## config.mk

```make
export PLATFORM = sky130hd
export DESIGN_NAME = llr_pair_loader
export DESIGN_NICKNAME = d
export VERILOG_FILES = /design/src/rtl/llr_pair_loader.sv
export SDC_FILE = /design/constraint.sdc
export NUM_CORES = 1
export LEC_CHECK = 0
export ABC_AREA = 1
export BUFFER_PORTS_ARGS = -buffer_cell sky130_fd_sc_hd__buf_2
export CAP_MARGIN = 40
export CELL_PAD_IN_SITES_DETAIL_PLACEMENT = 1
export CELL_PAD_IN_SITES_GLOBAL_PLACEMENT = 1
export CORE_MARGIN = 1
export CORE_UTILIZATION = 50
export CTS_BUF_LIST = sky130_fd_sc_hd__clkbuf_8
export DETAILED_ROUTE_END_ITERATION = 8
export PLACE_DENSITY = 0.89
export SLEW_MARGIN = 40
export SYNTH_ARGS = -nofsm -noshare
export SYNTH_HDL_FRONTEND = slang
export SYNTH_SLANG_ARGS = --single-unit
```

## constraint.sdc

```tcl
create_clock -name clk -period 3.7 [get_ports clk]
set_input_delay 0.555 -clock clk [delete_from_list [all_inputs] [get_ports clk]]
set_output_delay 0.555 -clock clk [all_outputs]
set_load 0.02 [all_outputs]
```

## src/rtl/llr_pair_loader.sv

```systemverilog
// llr_pair_loader
//   Front end of the polar SC decoder. Channel LLRs arrive one per cycle in
//   frame order. Each is saturated to the internal width. The first half of
//   each N-length frame is buffered. Each second-half LLR is then emitted
//   together with its buffered partner as the pair (llr[i], llr[i+N/2]),
//   which feeds the stage-0 F/G node units.
//
// Ports
//   clk, rst        : single clock; synchronous active-high reset
//   in_valid        : channel LLR valid
//   in_ready        : block can accept a channel LLR
//   in_llr          : signed channel LLR (CH_LLR_WIDTH bits)
//   out_valid       : pair valid
//   out_ready       : downstream accepts the pair
//   llr_out0        : saturated llr[i]        (x operand of F/G)
//   llr_out1        : saturated llr[i+HALF]   (y operand of F/G)
//   out_idx         : pair index i
//   out_last        : high on pair i = HALF-1
//
// Handshakes: a transfer happens on a rising edge where valid && ready.
// Valid never depends on ready. Once out_valid is raised, the output
// payload stays frozen until it is accepted. in_llr is only sampled on an
// input transfer.
module llr_pair_loader #(
    parameter int CH_LLR_WIDTH    = 8,
    parameter int INTER_LLR_WIDTH = 6,
    parameter int N               = 64,
    localparam int HALF           = N / 2,
    localparam int IDX_W          = $clog2(HALF)
) (
    input  logic                       clk,
    input  logic                       rst,
    input  logic                       in_valid,
    output logic                       in_ready,
    input  logic [CH_LLR_WIDTH-1:0]    in_llr,
    output logic                       out_valid,
    input  logic                       out_ready,
    output logic [INTER_LLR_WIDTH-1:0] llr_out0,
    output logic [INTER_LLR_WIDTH-1:0] llr_out1,
    output logic [IDX_W-1:0]           out_idx,
    output logic                       out_last
);

    typedef enum logic {
        FILL = 1'b0,
        PAIR = 1'b1
    } state_t;

    // Symmetric saturation bounds, expressed at the channel width so the
    // comparisons are done without losing any input bits.
    localparam int SAT_MAX_I = 2 ** (INTER_LLR_WIDTH - 1) - 1;
    localparam logic signed [CH_LLR_WIDTH-1:0] SAT_MAX = CH_LLR_WIDTH'(SAT_MAX_I);
    localparam logic signed [CH_LLR_WIDTH-1:0] SAT_MIN = CH_LLR_WIDTH'(-SAT_MAX_I);

    state_t                     state_q;
    state_t                     state_d;
    logic [IDX_W-1:0]           cnt;
    logic [INTER_LLR_WIDTH-1:0] llr_buf [HALF];
    logic [INTER_LLR_WIDTH-1:0] sat_llr;
    logic                       in_hs;
    logic                       cnt_last;

    // The most-negative internal code is never produced. This lets the F
    // unit negate |x| without overflow.
    always_comb begin
        sat_llr = in_llr[INTER_LLR_WIDTH-1:0];
        if ($signed(in_llr) > SAT_MAX) begin
            sat_llr = SAT_MAX[INTER_LLR_WIDTH-1:0];
        end else if ($signed(in_llr) < SAT_MIN) begin
            sat_llr = SAT_MIN[INTER_LLR_WIDTH-1:0];
        end
    end

    assign cnt_last = (cnt == IDX_W'(HALF - 1));
    assign in_hs    = in_valid && in_ready;

    // In FILL, inputs only go to the buffer, so a stalled output never
    // blocks them. In PAIR, each input loads the output register, so it can
    // only be taken when that register is empty or is being drained.
    always_comb begin
        state_d  = state_q;
        in_ready = 1'b0;
        if (!rst) begin
            if (state_q == FILL) begin
                in_ready = 1'b1;
            end else begin
                in_ready = !out_valid || out_ready;
            end
        end
        if (in_hs && cnt_last) begin
            state_d = (state_q == FILL) ? PAIR : FILL;
        end
    end

    always_ff @(posedge clk) begin
        if (rst) begin
            state_q   <= FILL;
            cnt       <= '0;
            out_valid <= 1'b0;
            llr_out0  <= '0;
            llr_out1  <= '0;
            out_idx   <= '0;
            out_last  <= 1'b0;
        end else begin
            state_q <= state_d;
            // HALF is a power of two, so the counter wraps to 0 after HALF-1.
            if (in_hs) begin
                cnt <= cnt + 1'b1;
            end
            if (state_q == PAIR && in_hs) begin
                llr_out0  <= llr_buf[cnt];
                llr_out1  <= sat_llr;
                out_idx   <= cnt;
                out_last  <= cnt_last;
                out_valid <= 1'b1;
            end else if (out_ready) begin
                out_valid <= 1'b0;
            end
        end
    end

    // The buffer is not reset. After a reset, every slot is rewritten in
    // FILL before PAIR reads it.
    always_ff @(posedge clk) begin
        if (state_q == FILL && in_hs) begin
            llr_buf[cnt] <= sat_llr;
        end
    end

endmodule

```

# Word level (Yosys, flattened, before mapping)
# Memories as Yosys holds them, arrays and structs flattened. A register that Yosys moved wholly into a read port is not among the register bits.
# Index checks and enable logic that the tools add are counted.
[totals] register_bits=19 mem_bits_rw=192 inputBits=12 output_inout_bits=20 wordCells=28 memories=1
[op_classes] addsub=1 order_cmp=2 n_eq_ne=1 n_mux=9 bitwise=1 reduce_logical=7
[mem_list] memory="llr_buf" depth=32 word_bits=6 rd=1 rd_clocked_by_memory_dff=1 wr=1 line="58" source="logic [INTER_LLR_WIDTH-1:0] llr_buf [HALF];"
[op_table] operator="2-to-1 mux 6 bit" n=2
[op_table] operator="greater-than comparator 8 x 6 -> 1 bit, second input constant" n=1
[op_table] operator="< comparator 8 x 6 -> 1 bit, second input constant" n=1
[op_table] operator="2-to-1 mux 1 bit" n=7
[op_table] operator="adder 5 x 1 -> 5 bit, second input constant" n=1
[op_table] operator="== test 5 bit, second input constant" n=1
[op_table] operator="logical AND 1 bit" n=4
[op_table] operator="nonzero test 2 bit" n=1
[op_table] operator="logical NOT 1 bit" n=1
[op_table] operator="logical OR 1 bit" n=1
[op_table] operator="NOT 1 bit" n=1

# Longest topological paths before layout
[depth] depth_word=8 mapped_depth=12 ltp_nobuf=11

# Worst setup path after synthesis
# Ideal clock, no wire load.
[synth_timing] path_type="input -> register" start="input port out_ready" end="memory llr_buf[15][0] (enable)" setup_time_ns=0.350 arrival_time_ns=1.634 required_time_ns=3.350 slack_ns=1.716 path_stages=8 path_buffers=1 path_cell_list="nor2_1 > nand2_1 > nand2_1 > nor2_4 > nand2_1 > or2_2 > buf_2 > nor2_1"
[synth_between] elab_chain_len=7
[synth_rtl] item="from (decl)" line="37" source="input logic out_ready,"
[synth_rtl] item="logical OR 1 bit" line="87" source="in_ready = !out_valid || out_ready;"
[synth_rtl] item="2-to-1 mux 1 bit" line="84" source="if (state_q == FILL) begin"
[synth_rtl] item="2-to-1 mux 1 bit" line="83" source="if (!rst) begin"
[synth_rtl] item="logical AND 1 bit" line="75" source="assign in_hs = in_valid && in_ready;"
[synth_rtl] item="logical AND 1 bit" line="125" source="if (state_q == FILL && in_hs) begin"
[synth_rtl] item="2-to-1 mux 1 bit" line="125"
[synth_rtl] item="2-to-1 mux 1 bit (implied by the code)" line="126" source="llr_buf[cnt] <= sat_llr;"
[synth_rtl] item="to (decl)" line="58"
# No other way between the ends.

# Worst setup path in the final report
[layout_timing] start="register cnt[0]" end="memory llr_buf[12][5] (enable)"
[layout_rtl] item="from (decl)" line="57" source="logic [IDX_W-1:0] cnt;"
[layout_rtl] item="from (signal assigned)" line="108" source="cnt <= cnt + 1'b1;"
# No word-level cell before the write port.

==> results.json <==
{
  "yosysTopAreaCell": "edfxtp_1",
  "synthTopCellsByArea": "edfxtp_1 61%, nand2_1 12%, inv_1 5.9%",
  "power_density_nw_per_um2": 484.3,
  "fin_crit_sh": 0.7330,
  "use_met1": 0.3470,
  "yosysSeqAreaShare": 0.6672,
  "antenna_found_initial": 0,
  "firstDrtPassIters": 7,
  "worstSetupStartpointType": "register",
  "drtIter0Drc": 427,
  "instances_no_fill": 1261,
  "nets": 1023,
  "drv_slew": 0,
  "routed_wirelength_um": 26950,
  "cts.hold.buffers_added": 0,
  "die_area_sq_um": 19330,
  "globalplace.congestion": 0.8181,
  "coreArea_sq_um": 18210,
  "grt_use_met2": 0.5064,
  "tritoncts": "yes",
  "syn_area_sq_um": 9392,
  "end_kind": "register",
  "first_global_vias": 7396,
  "fin_crit_ns": 2.712,
  "cp_max_fo": 47,
  "use_met3": 0.05490,
  "avgSynthCellArea_sq_um": 9.783,
  "top_usage_layer": "met2",
  "leakage_nw": 4.491,
  "whs_ns": 0.2792,
  "vias": 6844,
  "final_cell_area_sq_um": 10430,
  "ir_drop_uv": 320.6,
  "p_total_mw": 5.054,
  "n_antenna_cell": 0,
  "fin_tns_setup_ns": 0,
  "synth_top_area_frac": 0.6139,
  "ys_warn_count": 0,
  "clk_latency_ns": 0.53,
  "timing.final.ws_setup_ns": 0.9878,
  "status": "finished with violations",
  "dpl.cell_count": 1196,
  "synth_cell_types": 20,
  "ctsResizeCount": 0,
  "criticalPathCategory": "register to register",
  "ys_ff_latch": 217,
  "rows": 49,
  "fin_util": 0.5730,
  "max_slew.worst_pin.slew_ns": 0.8690,
  "drcViolationCount": 3,
  "placed_area_sq_um": 9753,
  "grt.overflow.total": 0,
  "hp-class": "primary input to register",
  "relSlewSlack": 0.4193,
  "synth.net_count": 977,
  "io_buffers": 31,
  "vias_per_cell": 5.427,
  "dpl.hpwl_um": 17200,
  "pre_cts_ws_ns": 0.6258,
  "start_util": 0.5158,
  "die_w_um": 139.1,
  "cts_root_buffer": "clkbuf_8",
  "cp.arrival_ns": 2.86,
  "maxCapViolations": 0,
  "drive_above_1_share": 0.1037,
  "grt_pass1_wl_um": 41500,
  "io_pins": 32,
  "clock_sinks": 217,
  "synth_cells": 960,
  "grt_max_degree": 61,
  "violations": "DRC",
  "rsz0062_at_grt": "no",
  "numCtsBuffers": 37,
  "clock.fmax_mhz": 368.7,
  "required_ns": 3.84,
  "cts_buffer_depth": 3,
  "h-tree-depth": 2,
  "routed_wire_length_per_instance_um": 21.37,
  "areaGrowthSynthToFinish_pct": 11.10,
  "skew_ns": 0.02002,
  "grt.total_usage": 0.2881,
  "final-setup-viol-count": 0,
  "finalHoldViolations": 0,
  "post_cts_buffers": 0,
  "ant_nets": 0,
  "fill_cells": 2067,
  "clk_pin_slew_ns": 0.06,
  "dieHeight_um": 139.1
}
-- kinds of logic after synthesis --
group,Yosys count,synth area share
DFF,217,0.6672
adders and majority gates,5,0.006661
and+or+nand+nor,481,0.2080
AOI/OAI and AO/OA,66,0.03677
buffers and inverters,191,0.08140
-- registers in the layout, summed over array words and instances, names as in the netlist --
register,cells
out_last,1
state_q,1
cnt,5
llr_out1,6
out_idx,5
out_valid,1
llr_buf,192
llr_out0,6
-- layout make-up --
cell class	count	area, sq um	area share
multi-input cells	552	2361	0.2263
inverters	153	574.3	0.05504
flip-flops and latches	217	6271	0.6010
repair buffers	45	260.3	0.02494
well taps	229	286.5	0.02746
clock buffers	40	550.5	0.05276
clock inverters	25	130.1	0.01247
-- layout by cell type, fill, tap and decap left out --
cell type   synthesis  final
nand2_1           309    309
edfxtp_1          192    192
inv_1             148    158
nor2_1             81     81
nand3_1            79     79
o21ai_0            42     42
clkbuf_8            0     40
buf_2              20     31
dfxtp_1            25     23
a21oi_1            18     18
buf_4               6     14
clkinv_1            0      8
o21a_1              6      6
inv_2               5      5
nor3_2              5      5
ha_1                5      5
clkinv_2            0      5
nor3_1              4      4
nor2_4              1      1
or2_2               1      1
nand2_2             1      1
clkinvlp_4          0      1
bufinv_16           0      1
dfxtp_4             0      1
dfxtp_2             0      1
-- routing by layer --
metal	up-vias	wire length, um
met5	-	0
met3	72	1689
met2	262	13490
met4	0	893
met1	3343	10880
li1	3167	-
-- worst max-delay path: stages (launching register included) --
cell,delay (ns)
dfxtp_4,0.50
inv_2,0.56
ha_1,0.27
nand2_1,0.35
nor2_1,0.64
-- worst paths after layout --
| path | endpoint | from | cells past startpoint | slack, ns |
|---|---|---|---|---|
| worst max-delay path | llr_buf[12][5] | cnt[0] | 4 | 0.99 |
| worst min-delay path | llr_out1[5] | rst | 2 | 0.28 |
| worst max register to register | llr_buf[12][5] | cnt[0] | 4 | 0.99 |
| worst min register to register | out_idx[0] | out_idx[0] | 2 | 0.46 |
-- power breakdown --
| group | switching (mW) | leakage (nW) | total, mW | internal [mW] |
|---|---|---|---|---|
| sequential | 0.0224 | 1.93 | 2.71 | 2.69 |
| combinational | 0.255 | 2.17 | 0.334 | 0.0796 |
| clock | 0.942 | 0.387 | 2.01 | 1.06 |
| total | 1.22 | 4.49 | 5.05 | 3.83 |
-- synth_stat cells --
cell type,instances
a21oi_1,18
buf_1,2
buf_2,20
buf_4,6
clkbuf_1,10
dfxtp_1,25
edfxtp_1,192
ha_1,5
inv_1,148
inv_2,5
nand2_1,309
nand2_2,1
nand3_1,79
nor2_1,81
nor2_4,1
nor3_1,4
nor3_2,5
o21a_1,6
o21ai_0,42
or2_2,1
Note: power is estimated with default switching activity, not from simulation.
